### src/rtl/pwm_pkg.sv
// ---------------------------------------------------------------------------
// pwm_pkg
//   Shared definitions for the PWM-side blocks:
//     - ramp controller FSM state encoding (IDLE / RAMP / DONE)
//     - default duty and hold widths
//     - sat_step(): one saturating step of duty toward a target
//   sat_step() works on a fixed CALC_W-bit operand width. Callers with a
//   narrower duty zero-extend into CALC_W bits and take the low bits of the
//   result, so any DUTY_W <= CALC_W is supported.
// ---------------------------------------------------------------------------
package pwm_pkg;

    localparam int DUTY_W_DEF = 8;
    localparam int HOLD_W_DEF = 8;
    localparam int CALC_W     = 16;

    typedef enum logic [1:0] {
        IDLE = 2'd0,
        RAMP = 2'd1,
        DONE = 2'd2
    } ramp_state_t;

    // One step of cur toward tgt by step, never passing tgt.
    // The sum and difference carry one extra bit, so a large step can
    // neither wrap past the top of the range nor borrow below zero.
    function automatic logic [CALC_W-1:0] sat_step(
        input logic [CALC_W-1:0] cur,
        input logic [CALC_W-1:0] tgt,
        input logic [CALC_W-1:0] step
    );
        logic [CALC_W:0] sum;
        logic [CALC_W:0] diff;
        sum  = {1'b0, cur} + {1'b0, step};
        diff = {1'b0, cur} - {1'b0, step};
        if (tgt > cur) begin
            sat_step = (sum >= {1'b0, tgt}) ? tgt : sum[CALC_W-1:0];
        end else if (diff[CALC_W] || (diff[CALC_W-1:0] <= tgt)) begin
            // borrow out, or landed at/below the target: stop on the target
            sat_step = tgt;
        end else begin
            sat_step = diff[CALC_W-1:0];
        end
    endfunction

endpackage

### src/rtl/pwm_period_timer.sv
// ---------------------------------------------------------------------------
// pwm_period_timer
//   Free-running PWM period counter shared by the PWM-side blocks so that
//   every block sees the same period boundary. It is reset by the same rst
//   as the PWM generator and therefore stays aligned with its counter.
//
//   Ports
//     clk         in   system clock, rising edge
//     rst         in   asynchronous active-high reset
//     per_cnt     out  period position, 0 .. 2**DUTY_W-1, wraps to 0
//     period_end  out  high on the last clk of each period (per_cnt all-ones)
// ---------------------------------------------------------------------------
module pwm_period_timer
    import pwm_pkg::*;
#(
    parameter int DUTY_W = DUTY_W_DEF
) (
    input  logic              clk,
    input  logic              rst,
    output logic [DUTY_W-1:0] per_cnt,
    output logic              period_end
);

    always_ff @(posedge clk or posedge rst) begin
        if (rst) begin
            per_cnt <= '0;
        end else begin
            per_cnt <= per_cnt + 1'b1;
        end
    end

    // Decoded straight from the counter register, so it is glitch-free and
    // low in reset (per_cnt == 0).
    assign period_end = &per_cnt;

endmodule

### src/rtl/pwm_ramp_ctrl.sv
// ---------------------------------------------------------------------------
// pwm_ramp_ctrl
//   Duty-cycle sequencer in front of the 8-bit PWM generator. It accepts
//   ramp commands (target, step, hold) and walks duty_cycle toward the target
//   one step at a time. duty_cycle only changes on the clk edge that ends a
//   period_end cycle, so a new value always takes effect from per_cnt == 0
//   and never in the middle of a PWM period (glitch-free soft-start, fade and
//   soft-stop).
//
//   Build option
//     PWM_RAMP_CLAMP_EN  when defined, an accepted target is clamped to
//                        MAX_DUTY, so duty_cycle never exceeds MAX_DUTY.
//                        When undefined the target is used as given.
//
//   Ports
//     clk         in   system clock, rising edge
//     rst         in   asynchronous active-high reset
//     cmd_valid   in   ramp command present
//     cmd_ready   out  controller can accept a command (IDLE only)
//     cmd_target  in   final duty value
//     cmd_step    in   duty change per step, 0 behaves as 1
//     cmd_hold    in   extra whole periods between steps, 0 = every period
//     abort       in   soft-stop: duty to 0 at the next period boundary
//     duty_cycle  out  duty value to the PWM generator
//     period_end  out  1-cycle strobe on the last clk of each PWM period
//     busy        out  ramp in progress
//     done        out  1-cycle pulse when duty_cycle reaches the target
//     state_dbg   out  current FSM state (pwm_pkg::ramp_state_t encoding)
//
//   Handshake: a command transfers on any clk edge where cmd_valid and
//   cmd_ready are both high. cmd_ready is high only in IDLE and drops the
//   cycle after a transfer. A command that transfers in the same cycle as an
//   abort request, or on the boundary where a pending abort is serviced, is
//   consumed and discarded (abort wins). While not ready, cmd_valid is
//   ignored and the requester must keep holding it.
// ---------------------------------------------------------------------------
module pwm_ramp_ctrl
    import pwm_pkg::*;
#(
    parameter int DUTY_W   = DUTY_W_DEF,   // must not exceed pwm_pkg::CALC_W
    parameter int HOLD_W   = HOLD_W_DEF,
    parameter int MAX_DUTY = 255
) (
    input  logic              clk,
    input  logic              rst,
    input  logic              cmd_valid,
    output logic              cmd_ready,
    input  logic [DUTY_W-1:0] cmd_target,
    input  logic [DUTY_W-1:0] cmd_step,
    input  logic [HOLD_W-1:0] cmd_hold,
    input  logic              abort,
    output logic [DUTY_W-1:0] duty_cycle,
    output logic              period_end,
    output logic              busy,
    output logic              done,
    output logic [1:0]        state_dbg
);

    ramp_state_t       state;
    logic [DUTY_W-1:0] tgt_q;        // latched (possibly clamped) target
    logic [DUTY_W-1:0] step_q;       // latched step, never zero
    logic [HOLD_W-1:0] hold_q;       // latched hold reload value
    logic [HOLD_W-1:0] hold_cnt;     // boundaries still to skip before a step
    logic              abort_pend;   // soft-stop requested, not yet serviced

    logic [DUTY_W-1:0] per_cnt;
    logic [DUTY_W-1:0] acc_target;
    logic [DUTY_W-1:0] acc_step;
    logic [DUTY_W-1:0] next_duty;
    logic [CALC_W-1:0] cur_ext;
    logic [CALC_W-1:0] tgt_ext;
    logic [CALC_W-1:0] step_ext;
    logic [CALC_W-1:0] next_ext;
    logic              cmd_fire;
    logic              unused_bits;

    // -----------------------------------------------------------------------
    // Period boundary, shared with the PWM generator
    // -----------------------------------------------------------------------
    pwm_period_timer #(
        .DUTY_W (DUTY_W)
    ) u_timer (
        .clk        (clk),
        .rst        (rst),
        .per_cnt    (per_cnt),
        .period_end (period_end)
    );

    // -----------------------------------------------------------------------
    // Command capture values
    // -----------------------------------------------------------------------
`ifdef PWM_RAMP_CLAMP_EN
    localparam logic [DUTY_W-1:0] MAX_DUTY_C = DUTY_W'(MAX_DUTY);
    assign acc_target = (cmd_target > MAX_DUTY_C) ? MAX_DUTY_C : cmd_target;
    // The period position and the unused high bits of the wide step result
    // carry no information this block needs.
    assign unused_bits = ^{per_cnt, next_ext};
`else
    assign acc_target = cmd_target;
    // MAX_DUTY only matters in clamp builds; the period position and the
    // unused high bits of the wide step result are not needed here either.
    assign unused_bits = ^{per_cnt, next_ext} ^ (MAX_DUTY != 0);
`endif

    // A zero step would never make progress, so it is taken as 1.
    assign acc_step = (cmd_step == '0) ? DUTY_W'(1) : cmd_step;

    assign cmd_fire = cmd_valid & cmd_ready;

    // -----------------------------------------------------------------------
    // Next duty value: one saturating step from the current duty
    // -----------------------------------------------------------------------
    always_comb begin
        cur_ext  = '0;
        tgt_ext  = '0;
        step_ext = '0;
        cur_ext[DUTY_W-1:0]  = duty_cycle;
        tgt_ext[DUTY_W-1:0]  = tgt_q;
        step_ext[DUTY_W-1:0] = step_q;
        next_ext = sat_step(cur_ext, tgt_ext, step_ext);
    end

    assign next_duty = next_ext[DUTY_W-1:0];

    // -----------------------------------------------------------------------
    // Ramp FSM with registered outputs
    //   IDLE : ready for a command
    //   RAMP : step duty on period boundaries, honouring the hold interval
    //   DONE : one cycle with done high, then back to IDLE
    // A pending abort overrides every state on the next period boundary.
    // -----------------------------------------------------------------------
    always_ff @(posedge clk or posedge rst) begin
        if (rst) begin
            state      <= IDLE;
            duty_cycle <= '0;
            cmd_ready  <= 1'b1;
            busy       <= 1'b0;
            done       <= 1'b0;
            abort_pend <= 1'b0;
            tgt_q      <= '0;
            step_q     <= '0;
            hold_q     <= '0;
            hold_cnt   <= '0;
        end else begin
            done <= 1'b0;

            if (abort) begin
                abort_pend <= 1'b1;
            end

            if (period_end && abort_pend) begin
                // Soft-stop. An abort raised on this same edge is satisfied
                // by this drop, so the flag is simply cleared.
                duty_cycle <= '0;
                abort_pend <= 1'b0;
                state      <= IDLE;
                cmd_ready  <= 1'b1;
                busy       <= 1'b0;
            end else begin
                case (state)
                    IDLE: begin
                        if (cmd_fire && !abort) begin
                            tgt_q     <= acc_target;
                            step_q    <= acc_step;
                            hold_q    <= cmd_hold;
                            hold_cnt  <= cmd_hold;
                            cmd_ready <= 1'b0;
                            if (acc_target == duty_cycle) begin
                                // Already there: complete without touching duty.
                                state <= DONE;
                                done  <= 1'b1;
                            end else begin
                                state <= RAMP;
                                busy  <= 1'b1;
                            end
                        end
                    end

                    RAMP: begin
                        if (period_end) begin
                            if (hold_cnt != '0) begin
                                hold_cnt <= hold_cnt - 1'b1;
                            end else begin
                                duty_cycle <= next_duty;
                                hold_cnt   <= hold_q;
                                if (next_duty == tgt_q) begin
                                    state <= DONE;
                                    busy  <= 1'b0;
                                    done  <= 1'b1;
                                end
                            end
                        end
                    end

                    DONE: begin
                        state     <= IDLE;
                        cmd_ready <= 1'b1;
                    end

                    default: begin
                        state     <= IDLE;
                        cmd_ready <= 1'b1;
                        busy      <= 1'b0;
                    end
                endcase
            end
        end
    end

    assign state_dbg = state;

endmodule

### config.mk
export PLATFORM = sky130hd
export DESIGN_NAME = pwm_ramp_ctrl
export DESIGN_NICKNAME = d
export VERILOG_FILES = /design/src/rtl/pwm_pkg.sv /design/src/rtl/pwm_period_timer.sv /design/src/rtl/pwm_ramp_ctrl.sv
export SDC_FILE = /design/constraint.sdc
export NUM_CORES = 1
export LEC_CHECK = 0
export CAP_MARGIN = 20
export CORE_UTILIZATION = 55
export DETAILED_ROUTE_END_ITERATION = 8
export PLACE_DENSITY = 0.77
export SETUP_SLACK_MARGIN = 0.4
export SLEW_MARGIN = 15
export SYNTH_ARGS = -nofsm -noshare
export SYNTH_HDL_FRONTEND = slang
export SYNTH_HIERARCHICAL = 1
export SYNTH_SLANG_ARGS = --single-unit
### constraint.sdc
create_clock -name clk -period 4.8 [get_ports clk]
set_input_delay 0.72 -clock clk [delete_from_list [all_inputs] [get_ports clk]]
set_output_delay 0.72 -clock clk [all_outputs]
set_load 0.05 [all_outputs]
==> metrics.json, run 1 <==
{
  "drt": {
    "post_drt_via_cell_ratio": 6.03,
    "routed_wirelength_um": 10700,
    "drtAntennaViolNets": 0,
    "firstDrtPassIters": 5,
    "drc": 0,
    "num_vias": 3661,
    "detailed_route_iter0_violations": 184,
    "wl_per_cell_um": 17.6
  },
  "power_and_ir_drop": {
    "vdd.ir_drop.worst_uv": 261,
    "cellPowerDensity_nw_per_um2": 579,
    "power.total_mw": 2.88,
    "power_leakage_nw": 2.20
  },
  "timing": {
    "setup_tns_ns": 0,
    "timing.final.max_slew_violations": 0,
    "slew_headroom": 0.508,
    "final_setup_fails": 0,
    "timing_worst_slew_pin_value_ns": 0.738,
    "finClkSkew_ns": 0.00908,
    "hold_viol_final": 0,
    "rsz0062_at_grt": "no",
    "min_period_ns": 4.16,
    "hold_ws_ns": 0.505,
    "min_period_over_period": 0.866,
    "maxClockFrequency_mhz": 240
  },
  "global_route": {
    "grt_start_max_net_pins": 47,
    "grt_pass1_wl_um": 17900,
    "grt_antenna_before_repair": 0,
    "grt.overflow.total": 0,
    "first_global_vias": 3682,
    "grt_util_all_layers": 0.271
  },
  "clock_network": {
    "cts.repair_timing.setup_buffer_count": 0,
    "clock-root-buffer": "clkbuf_8",
    "cts_tree": "built",
    "clkTransAtPathRegs_ns": 0.10,
    "cts_sinks": 54,
    "cts-htree-levels": 2,
    "numCtsBuffers": 5,
    "cts-root-to-sink-buffers": 2,
    "clk_latency_ns": 0.31
  },
  "finish": {
    "final.fill_count": 612,
    "final_layout_net_count": 580,
    "final_cell_mix": "dfrtp_1, inv_1, a21oi_1",
    "final_core_utilization": 0.667,
    "antenna_cells": 0,
    "regArea_um2": 1350,
    "layout-drive-gt1-share": 0.110,
    "layout.cells.most_common": "dfrtp_1",
    "area_growth_syn_to_layout_pct": 14.7,
    "area_taken_by_multi_input_logic_gates_um2": 2720
  },
  "yosys": {
    "synth.yosys.seq_area_share": 0.312,
    "mappedNetlistNets": 542,
    "dominantRegCellSynth": "dfrtp_1",
    "syn-mean-instance-area_um2": 9.24,
    "post-synth-top-area-fraction": 0.306,
    "library_cell_with_the_largest_summed_area_after_synthesis": "dfrtp_1",
    "syn_inst": 469,
    "synthesis.area_um2": 4330,
    "synth_edf_count": 0,
    "ys_async_sr_fraction": 1.00,
    "count_of_cell_types_in_the_netlist": 67,
    "synth-seq-cells": 54,
    "ys_top_cells_by_area": "dfrtp_1, ha_1, mux2_2",
    "ys_warn_count": 6
  },
  "setup_path": {
    "timing.critical_path.from_type": "flop",
    "critical-path-slowest-cell": "dfrtp_1",
    "worst_path_largest_cell_delay_ns": 0.49,
    "crit_chain": "ha_1, fa_1, nand2b_4, a2bb2oi_4, a21oi_1, o21ai_1, xnor2_1, ha_1, a211oi_1, o21ai_0, a21oi_1, o221ai_1, a211oi_2, buf_4, nand2b_1, o211ai_1, a21oi_1",
    "path_common_cell": "a21oi_1",
    "timing_worst_setup_path_type": "reg -> reg",
    "wp_data_required_ns": 5.03,
    "worst_setup_path_end_kind": "flop",
    "timing.critical_path.max_delay_family": "compound AO/OA/AOI/OAI gates",
    "crit_arrival_ns": 4.39,
    "crit_fanout": 10,
    "path_buf_inv": 1
  },
  "run_status": {
    "status": "finished clean"
  },
  "floorplan": {
    "initial_utilization": 0.582,
    "rows": 31,
    "die-height_um": 90.7,
    "design.portCount": 42,
    "placeableCoreArea_um2": 7450,
    "die_area_um2": 8230,
    "die_width_um": 90.7
  },
  "placed_design": {
    "io_buffer_count": 41,
    "gp_congestion": 1.03,
    "dp.final_hpwl_um": 8410
  },
  "flow_run": {
    "maxCapViolations": 0
  },
  "worst_hold_path": {
    "min_path_type": "reg -> reg"
  }
}
-- cell usage after synthesis, types with 2 or more instances --
master / n
a21boi_0: 3
a21oi_1: 43
ha_1: 43
xnor2_1: 26
nor2_1: 35
o31ai_1: 2
a311oi_1: 2
nor2b_1: 2
a21o_1: 7
a2bb2oi_1: 6
o211ai_1: 13
clkbuf_1: 10
inv_1: 48
o21ai_0: 11
dfrtp_1: 53
nor3_1: 6
and3_1: 4
buf_2: 4
a31oi_1: 2
nor4_1: 5
a211oi_1: 11
or3_1: 3
o21a_1: 7
nand2_1: 22
xor2_1: 16
o22ai_1: 3
nand3_1: 5
fa_1: 2
nand4_1: 6
o32a_1: 2
mux2_2: 25
nand2b_1: 7
-- metal layers --
layer  track usage  up-vias  share of wire
li1              -     1752              -
met1         0.352     1760           0.43
met2         0.458      121           0.49
met3        0.0337       28          0.048
met4         0.103        0          0.029
met5             0        -              0
-- worst reg2reg max path: stages (launching register included) --
cell and delay, ns:
dfrtp_1 0.49, ha_1 0.27, fa_1 0.45, nand2b_4 0.11, a2bb2oi_4 0.08, a21oi_1 0.19
o21ai_1 0.18, xnor2_1 0.24, ha_1 0.29, a211oi_1 0.23, o21ai_0 0.11, a21oi_1 0.15
o221ai_1 0.24, a211oi_2 0.22, buf_4 0.21, nand2b_1 0.29, o211ai_1 0.13, a21oi_1 0.20
-- flip-flops by register name (all words and copies together), names as in the netlist --
| register | flops |
|---|---|
| state_dbg | 2 |
| busy | 1 |
| step_q | 8 |
| duty_cycle | 8 |
| tgt_q | 8 |
| hold_q | 8 |
| abort_pend | 1 |
| done | 1 |
| hold_cnt | 8 |
| u_timer/per_cnt | 8 |
| cmd_ready | 1 |
-- area by class of cell --
type	instances	area share
Tap cell	99	0.0249
Clock buffer	6	0.0146
Inverter	49	0.0370
Sequential cell	54	0.272
Timing Repair Buffer	48	0.0957
Clock inverter	2	0.00755
Multi-Input combinational cell	349	0.548
-- worst paths after layout --
path,startpoint,to,slack (ns),depth (start not counted)
setup / recovery,duty_cycle[0],duty_cycle[3],0.64,17
hold / removal,u_timer/per_cnt[7],u_timer/per_cnt[7],0.50,1
setup reg to reg,duty_cycle[0],duty_cycle[3],0.64,17
hold reg to reg,u_timer/per_cnt[7],u_timer/per_cnt[7],0.50,1
max in group asynchronous,rst,hold_cnt[0],3.63,3
min in group asynchronous,rst,tgt_q[2],0.70,2
-- where the power goes --
group / internal [mW] / switching, mW
combinational: 0.797 / 0.986
clock: 0.156 / 0.152
sequential: 0.599 / 0.185
-- metrics by stage --
step | setup slack, ns | instances | cell area, um2
4_1_cts | 0.672 | 606 | 4950
3_5_place_dp | 0.704 | 598 | 4840
6_report | 0.642 | 607 | 4970
3_3_place_gp | 0.781 | 598 | 4840
5_1_grt | 0.424 | 607 | 4970
2_1_floorplan | 0.860 | 469 | 4330
-- kinds of logic (layout without fill, tap and decap cells) --
logic type	count (synthesis)	after routing	share of synthesized area
AOI/OAI and AO/OA	125	125	0.197
and+or+nand+nor	108	108	0.130
buffers and inverters	66	105	0.0595
DFF	54	54	0.312
adders and majority gates	45	45	0.133
xor gates and xnor gates	45	45	0.100
muxes	26	26	0.0673
-- what timing repair did --
action,4_1_cts,5_1_grt
hold buffers,0,0
setup endpoints to repair,0,1
resized for setup,0,1
endpoints found under the hold margin,0,0
No activity file was read; power rests on OpenSTA's default activity.
==> run 2: changes to the inputs <==
--- a/config.mk
+++ b/config.mk
@@ -5,10 +5,13 @@
 export SDC_FILE = /design/constraint.sdc
 export NUM_CORES = 1
 export LEC_CHECK = 0
+export ABC_AREA = 1
 export CAP_MARGIN = 20
 export CORE_UTILIZATION = 55
 export DETAILED_ROUTE_END_ITERATION = 8
+export GPL_ROUTABILITY_DRIVEN = 1
 export PLACE_DENSITY = 0.77
+export REMOVE_ABC_BUFFERS = 1
 export SETUP_SLACK_MARGIN = 0.4
 export SLEW_MARGIN = 15
 export SYNTH_ARGS = -nofsm -noshare
==> run 2 against run 1 <==
  * Wire length grew 14%
  * Critical path depth increased by 9
  * Register-to-register slack gained 0.20 ns
  * Critical path type unchanged
  * Largest cell class unchanged
  * Power rose by 17%
  * Critical endpoint is now busy
  * Highest routed layer unchanged
==> metrics.json, run 2 <==
{
  "power_and_ir_drop": {
    "power.total_mw": 3.35,
    "power_leakage_nw": 2.76,
    "cellPowerDensity_nw_per_um2": 631,
    "vdd.ir_drop.worst_uv": 344
  },
  "setup_path": {
    "worst_setup_path_end_kind": "flop",
    "crit_fanout": 16,
    "timing_worst_setup_path_type": "reg -> reg",
    "timing.reg2reg.worst_path_depth": 26,
    "crit_arrival_ns": 4.16,
    "timing.critical_path.max_delay_family": "simple AND/OR/NAND/NOR gates",
    "worstReg2RegStart": "duty_cycle[2]",
    "reg2reg_to": "busy",
    "reg2reg_setup_slack_ns": 0.84,
    "path_common_cell": "nand2_1",
    "critical-path-slowest-cell": "ha_1",
    "path_buf_inv": 2,
    "worst_path_largest_cell_delay_ns": 0.49,
    "timing.critical_path.from_type": "flop",
    "wp_data_required_ns": 5.00
  },
  "timing": {
    "timing.final.max_slew_violations": 0,
    "min_period_ns": 3.96,
    "timing_worst_slew_pin_value_ns": 0.705,
    "hold_ws_ns": 0.478,
    "slew_headroom": 0.527,
    "rsz0062_at_grt": "no",
    "min_period_over_period": 0.825,
    "finClkSkew_ns": 0.00404,
    "postLayoutSetupSlackWorst_ns": 0.839,
    "final_setup_fails": 0,
    "maxClockFrequency_mhz": 252,
    "setup_tns_ns": 0,
    "hold_viol_final": 0
  },
  "yosys": {
    "synth_edf_count": 0,
    "ys_top_cells_by_area": "dfrtp_1, nand2_1, ha_1",
    "synth.yosys.seq_area_share": 0.288,
    "ys_warn_count": 6,
    "count_of_cell_types_in_the_netlist": 41,
    "post-synth-top-area-fraction": 0.283,
    "ys_async_sr_fraction": 1.00,
    "synthesis.area_um2": 4690,
    "syn-mean-instance-area_um2": 6.76,
    "library_cell_with_the_largest_summed_area_after_synthesis": "dfrtp_1",
    "dominantRegCellSynth": "dfrtp_1",
    "synth.most_common_cell": "nand2_1",
    "syn_inst": 694,
    "post_synth_most_frequent_cells": "nand2_1, inv_1, nand3_1",
    "synth-seq-cells": 54
  },
  "finish": {
    "final.fill_count": 740,
    "layout.cells.most_common": "nand2_1",
    "layout-drive-gt1-share": 0.0699,
    "area_growth_syn_to_layout_pct": 13.1,
    "final_layout_net_count": 802,
    "final_cell_mix": "nand2_1, inv_1, nand3_1",
    "antenna_cells": 0,
    "final_core_utilization": 0.643
  },
  "placed_design": {
    "preCtsSetupSlack_ns": 0.675,
    "gp_congestion": 0.972,
    "io_buffer_count": 41,
    "dp.final_hpwl_um": 9610
  },
  "drt": {
    "num_vias": 4713,
    "firstDrtPassIters": 6,
    "drc": 0,
    "routed_wirelength_um": 12200,
    "drtAntennaViolNets": 0,
    "post_drt_via_cell_ratio": 5.64,
    "detailed_route_iter0_violations": 393,
    "wl_per_cell_um": 14.7
  },
  "floorplan": {
    "rows": 33,
    "design.portCount": 42,
    "die-height_um": 94.4,
    "die_width_um": 94.4,
    "initial_utilization": 0.568,
    "placeableCoreArea_um2": 8260,
    "die_area_um2": 8910
  },
  "worst_hold_path": {
    "whs_endpoint": "u_timer/per_cnt[0]",
    "timing.hold.worst.start": "u_timer/per_cnt[0]",
    "min_path_type": "reg -> reg",
    "min_delay_path_depth": 1
  },
  "clock_network": {
    "numCtsBuffers": 5,
    "cts-root-to-sink-buffers": 2,
    "clock-root-buffer": "clkbuf_8",
    "cts_tree": "built",
    "cts_sinks": 54,
    "clk_latency_ns": 0.30,
    "cts-htree-levels": 2,
    "post_cts_hold_buffer_count": 0,
    "clkTransAtPathRegs_ns": 0.09
  },
  "global_route": {
    "grt_start_max_net_pins": 47,
    "grt_pass1_wl_um": 20300,
    "first_global_vias": 4357,
    "grt.overflow.total": 0,
    "grt_antenna_before_repair": 0,
    "grt_util_all_layers": 0.290
  },
  "run_status": {
    "status": "finished clean"
  },
  "flow_run": {
    "maxCapViolations": 0
  }
}
run 2: kinds of logic (layout without fill, tap and decap cells):
kind of cell    Yosys count  after routing  share of synthesized area
simple gates            401            401                      0.378
buf+inv                 106            142                     0.0938
compound gates           78             78                     0.0981
flops                    54             54                      0.288
fa+ha+maj                45             45                      0.123
xor+xnor                 10             10                     0.0187
run 2: worst max-delay path by stage:
| stage | cells after the start | endpoint | slack (ns) | startpoint |
|---|---|---|---|---|
| finish | 26 | busy | 0.84 | duty_cycle[2] |
| global route | 25 | busy | 0.55 | duty_cycle[2] |
| CTS | 26 | busy | 0.67 | duty_cycle[2] |
| detailed placement | 26 | busy | 0.68 | duty_cycle[0] |
| global placement | 26 | busy | 0.70 | duty_cycle[0] |
| floorplan | 26 | busy | 1.15 | duty_cycle[0] |
run 2: final cells by class:
class / instances / area (um2) / area share
timing repair buffer: 48 / 488 / 0.0919
inverter: 86 / 323 / 0.0608
tap: 105 / 131 / 0.0247
sequential: 54 / 1350 / 0.255
clock buffer: 8 / 110 / 0.0207
multi-input combinational: 534 / 2910 / 0.547
run 2: metrics by stage:
stage,std cells,area [um2]
2_1_floorplan,674,4580
3_3_place_gp,821,5130
3_5_place_dp,821,5130
4_1_cts,829,5240
5_1_grt,835,5310
6_report,835,5310
run 2: power by group:
part	leakage, nW	switching [mW]	internal (mW)
logic	2.03	1.52	0.815
clock network	0.0575	0.141	0.146
registers	0.666	0.125	0.608
total	2.76	1.78	1.57
run 2: repair_timing:
item / CTS / global route
setup buffers: 0 / 5
resized for setup: 0 / 1
setup endpoints to repair: 0 / 4
run 2: layer usage:
layer  share of wire  up-vias  global-route usage
li1                -     2325                   -
met1            0.43     2160               0.385
met2            0.47      199               0.475
met3           0.065       29              0.0314
met4           0.031        0               0.129
met5               0        -                   0
==> run 3: changes to the inputs <==
==> constraint.sdc (replaced) <==
create_clock -name clk -period 3.9 [get_ports clk]
set_input_delay 0.585 -clock clk [delete_from_list [all_inputs] [get_ports clk]]
set_output_delay 0.585 -clock clk [all_outputs]
set_load 0.05 [all_outputs]
==> run 3 against run 2 <==
  * Sequential share of layout area decreased by 2.5 points
  * Final area grew 11%
  * Register-to-register slack got worse by 0.44 ns
  * Wire length is 9.3% higher
  * Cell count grew 3.8%
  * Worst hold slack got worse by 0.0018 ns
  * Combinational power rose by 58%
  * Largest power group unchanged
  * Utilization is 6.9 points higher
  * Sequential power grew 24%
  * Die area unchanged
==> metrics.json, run 3 (synthesis gave the netlist of run 2 again) <==
{
  "run_status": {
    "status": "finished clean"
  },
  "drt": {
    "firstDrtPassIters": 5,
    "routed-wl-met3_um": 750,
    "wire_length_on_met1_um": 5600,
    "num_vias": 4889,
    "detailed_route_iter0_violations": 294,
    "drc": 0,
    "dr.max_layer_used": "met4",
    "detailroute.wirelength.met2_um": 6440,
    "routed_wirelength_um": 13400,
    "wl_per_cell_um": 15.4,
    "post_drt_via_cell_ratio": 5.64,
    "drtAntennaViolNets": 0
  },
  "worst_hold_path": {
    "timing.hold.worst.start": "hold_q[2]",
    "min_path_type": "reg -> reg",
    "min_delay_path_depth": 2,
    "whs_endpoint": "hold_q[2]"
  },
  "finish": {
    "final-instance-count-excl-fill": 867,
    "layout.cells.most_common": "nand2_1",
    "final_layout_net_count": 834,
    "final_core_utilization": 0.712,
    "area_growth_syn_to_layout_pct": 25.3,
    "antenna_cells": 0,
    "final_cell_mix": "nand2_1, inv_1, nand3_1",
    "final.fill_count": 692,
    "layout-drive-gt1-share": 0.197
  },
  "timing": {
    "slew_headroom": 0.539,
    "final_setup_fails": 0,
    "min_period_over_period": 0.899,
    "timing_worst_slew_pin_value_ns": 0.690,
    "hold_viol_final": 0,
    "setup_tns_ns": 0,
    "timing.final.max_slew_violations": 0,
    "finClkSkew_ns": 0.0168,
    "rsz0062_at_grt": "yes",
    "min_period_ns": 3.51,
    "postLayoutSetupSlackWorst_ns": 0.394,
    "maxClockFrequency_mhz": 285
  },
  "clock_network": {
    "clkTransAtPathRegs_ns": 0.10,
    "clock-root-buffer": "clkbuf_8",
    "cts_sinks": 54,
    "clk_latency_ns": 0.31,
    "cts-htree-levels": 2,
    "cts-root-to-sink-buffers": 2,
    "cts_tree": "built",
    "numCtsBuffers": 5,
    "post_cts_hold_buffer_count": 0
  },
  "global_route": {
    "grt_pass1_wl_um": 20700,
    "grt_util_all_layers": 0.301,
    "grt.overflow.total": 0,
    "grt_antenna_before_repair": 0,
    "grt_start_max_net_pins": 47,
    "first_global_vias": 4394
  },
  "floorplan": {
    "rows": 33,
    "placeableCoreArea_um2": 8260,
    "die_area_um2": 8910,
    "die_width_um": 94.4,
    "die-height_um": 94.4,
    "initial_utilization": 0.568,
    "design.portCount": 42
  },
  "flow_run": {
    "maxCapViolations": 0
  },
  "setup_path": {
    "path_common_cell": "nand2_1",
    "worst_setup_path_end_kind": "flop",
    "reg2reg_setup_slack_ns": 0.39,
    "timing_worst_setup_path_type": "reg -> reg",
    "wp_data_required_ns": 4.12,
    "crit_arrival_ns": 3.72,
    "timing.critical_path.from_type": "flop",
    "critical-path-slowest-cell": "dfrtp_1",
    "worstReg2RegStart": "step_q[0]",
    "crit_fanout": 8,
    "timing.reg2reg.worst_path_depth": 26,
    "worst_path_largest_cell_delay_ns": 0.41,
    "reg2reg_to": "busy"
  },
  "power_and_ir_drop": {
    "power.total_mw": 4.93,
    "cellPowerDensity_nw_per_um2": 838,
    "power_leakage_nw": 2.96,
    "vdd.ir_drop.worst_uv": 541
  },
  "placed_design": {
    "preCtsSetupSlack_ns": 0.0279,
    "dp.final_hpwl_um": 9950,
    "gp_congestion": 0.953,
    "io_buffer_count": 41,
    "placed_cells": 832
  }
}
run 3: cell types whose count changed in the layout (fill, tap and decap cells not counted), moves of 4 or more:
cell and delta:
buf_4 +23, nand2_1 -23, nand2_2 +21, nand3_1 -18
nand3_2 +18, ha_1 -9, ha_4 +8, buf_6 +7
a21oi_1 -4, a21oi_2 +4, inv_1 -4, inv_2 +4
run 3: stage by stage:
| step | instance area (um2) | hold WS [ns] |
|---|---|---|
| 6_report | 5880 | 0.476 |
| 4_1_cts | 5450 | 0.477 |
| 2_1_floorplan | 4580 | 0.401 |
| 3_3_place_gp | 5210 | 0.449 |
| 5_1_grt | 5880 | 0.505 |
| 3_5_place_dp | 5210 | 0.454 |
run 3: area by class of cell:
type,count,area (um2),share of cell area
multi-input combinational,535,3240,0.551
sequential,54,1350,0.230
timing repair buffer,79,739,0.126
inverter,86,323,0.0549
tap,105,131,0.0223
clock buffer,7,86.3,0.0147
clock inverter,1,5.00,0.000851
run 3: layer usage:
layer  global-route usage  vias up
met1                0.392     2276
met3               0.0314       45
met4                0.128        0
met2                0.509      163
li1                     -     2405
met5                    0        -
run 3: what timing repair did:
action | in CTS | in global routing
resized for setup | 23 | 63
pin swaps | 3 | 38
gates cloned | 1 | 1
setup endpoints to repair | 4 | 4
setup buffers | 6 | 18
run 3: worst max path at each step:
stage | from | endpoint | slack (ns) | cells after the start
finish | step_q[0] | busy | 0.39 | 26
global route | step_q[0] | state_dbg[0] | 0.19 | 26
detailed placement | duty_cycle[0] | busy | 0.03 | 26
global placement | duty_cycle[0] | busy | 0.12 | 25
floorplan | duty_cycle[0] | busy | 0.25 | 26
CTS | step_q[5] | busy | 0.41 | 25
run 3: worst max-delay path: cells and delay by family (launching register included):
family	cells	cell delay, ns
flip-flops	1	0.41
buffers and inverters	2	0.22
adder cells (fa/ha/maj)	3	0.94
AND/OR/NAND/NOR	20	1.66
XOR/XNOR	1	0.18
run 3: report_power, final:
part / internal (mW) / total, mW / switching, mW
clock network: 0.144 / 0.323 / 0.179
logic: 1.45 / 3.69 / 2.24
registers: 0.748 / 0.910 / 0.163
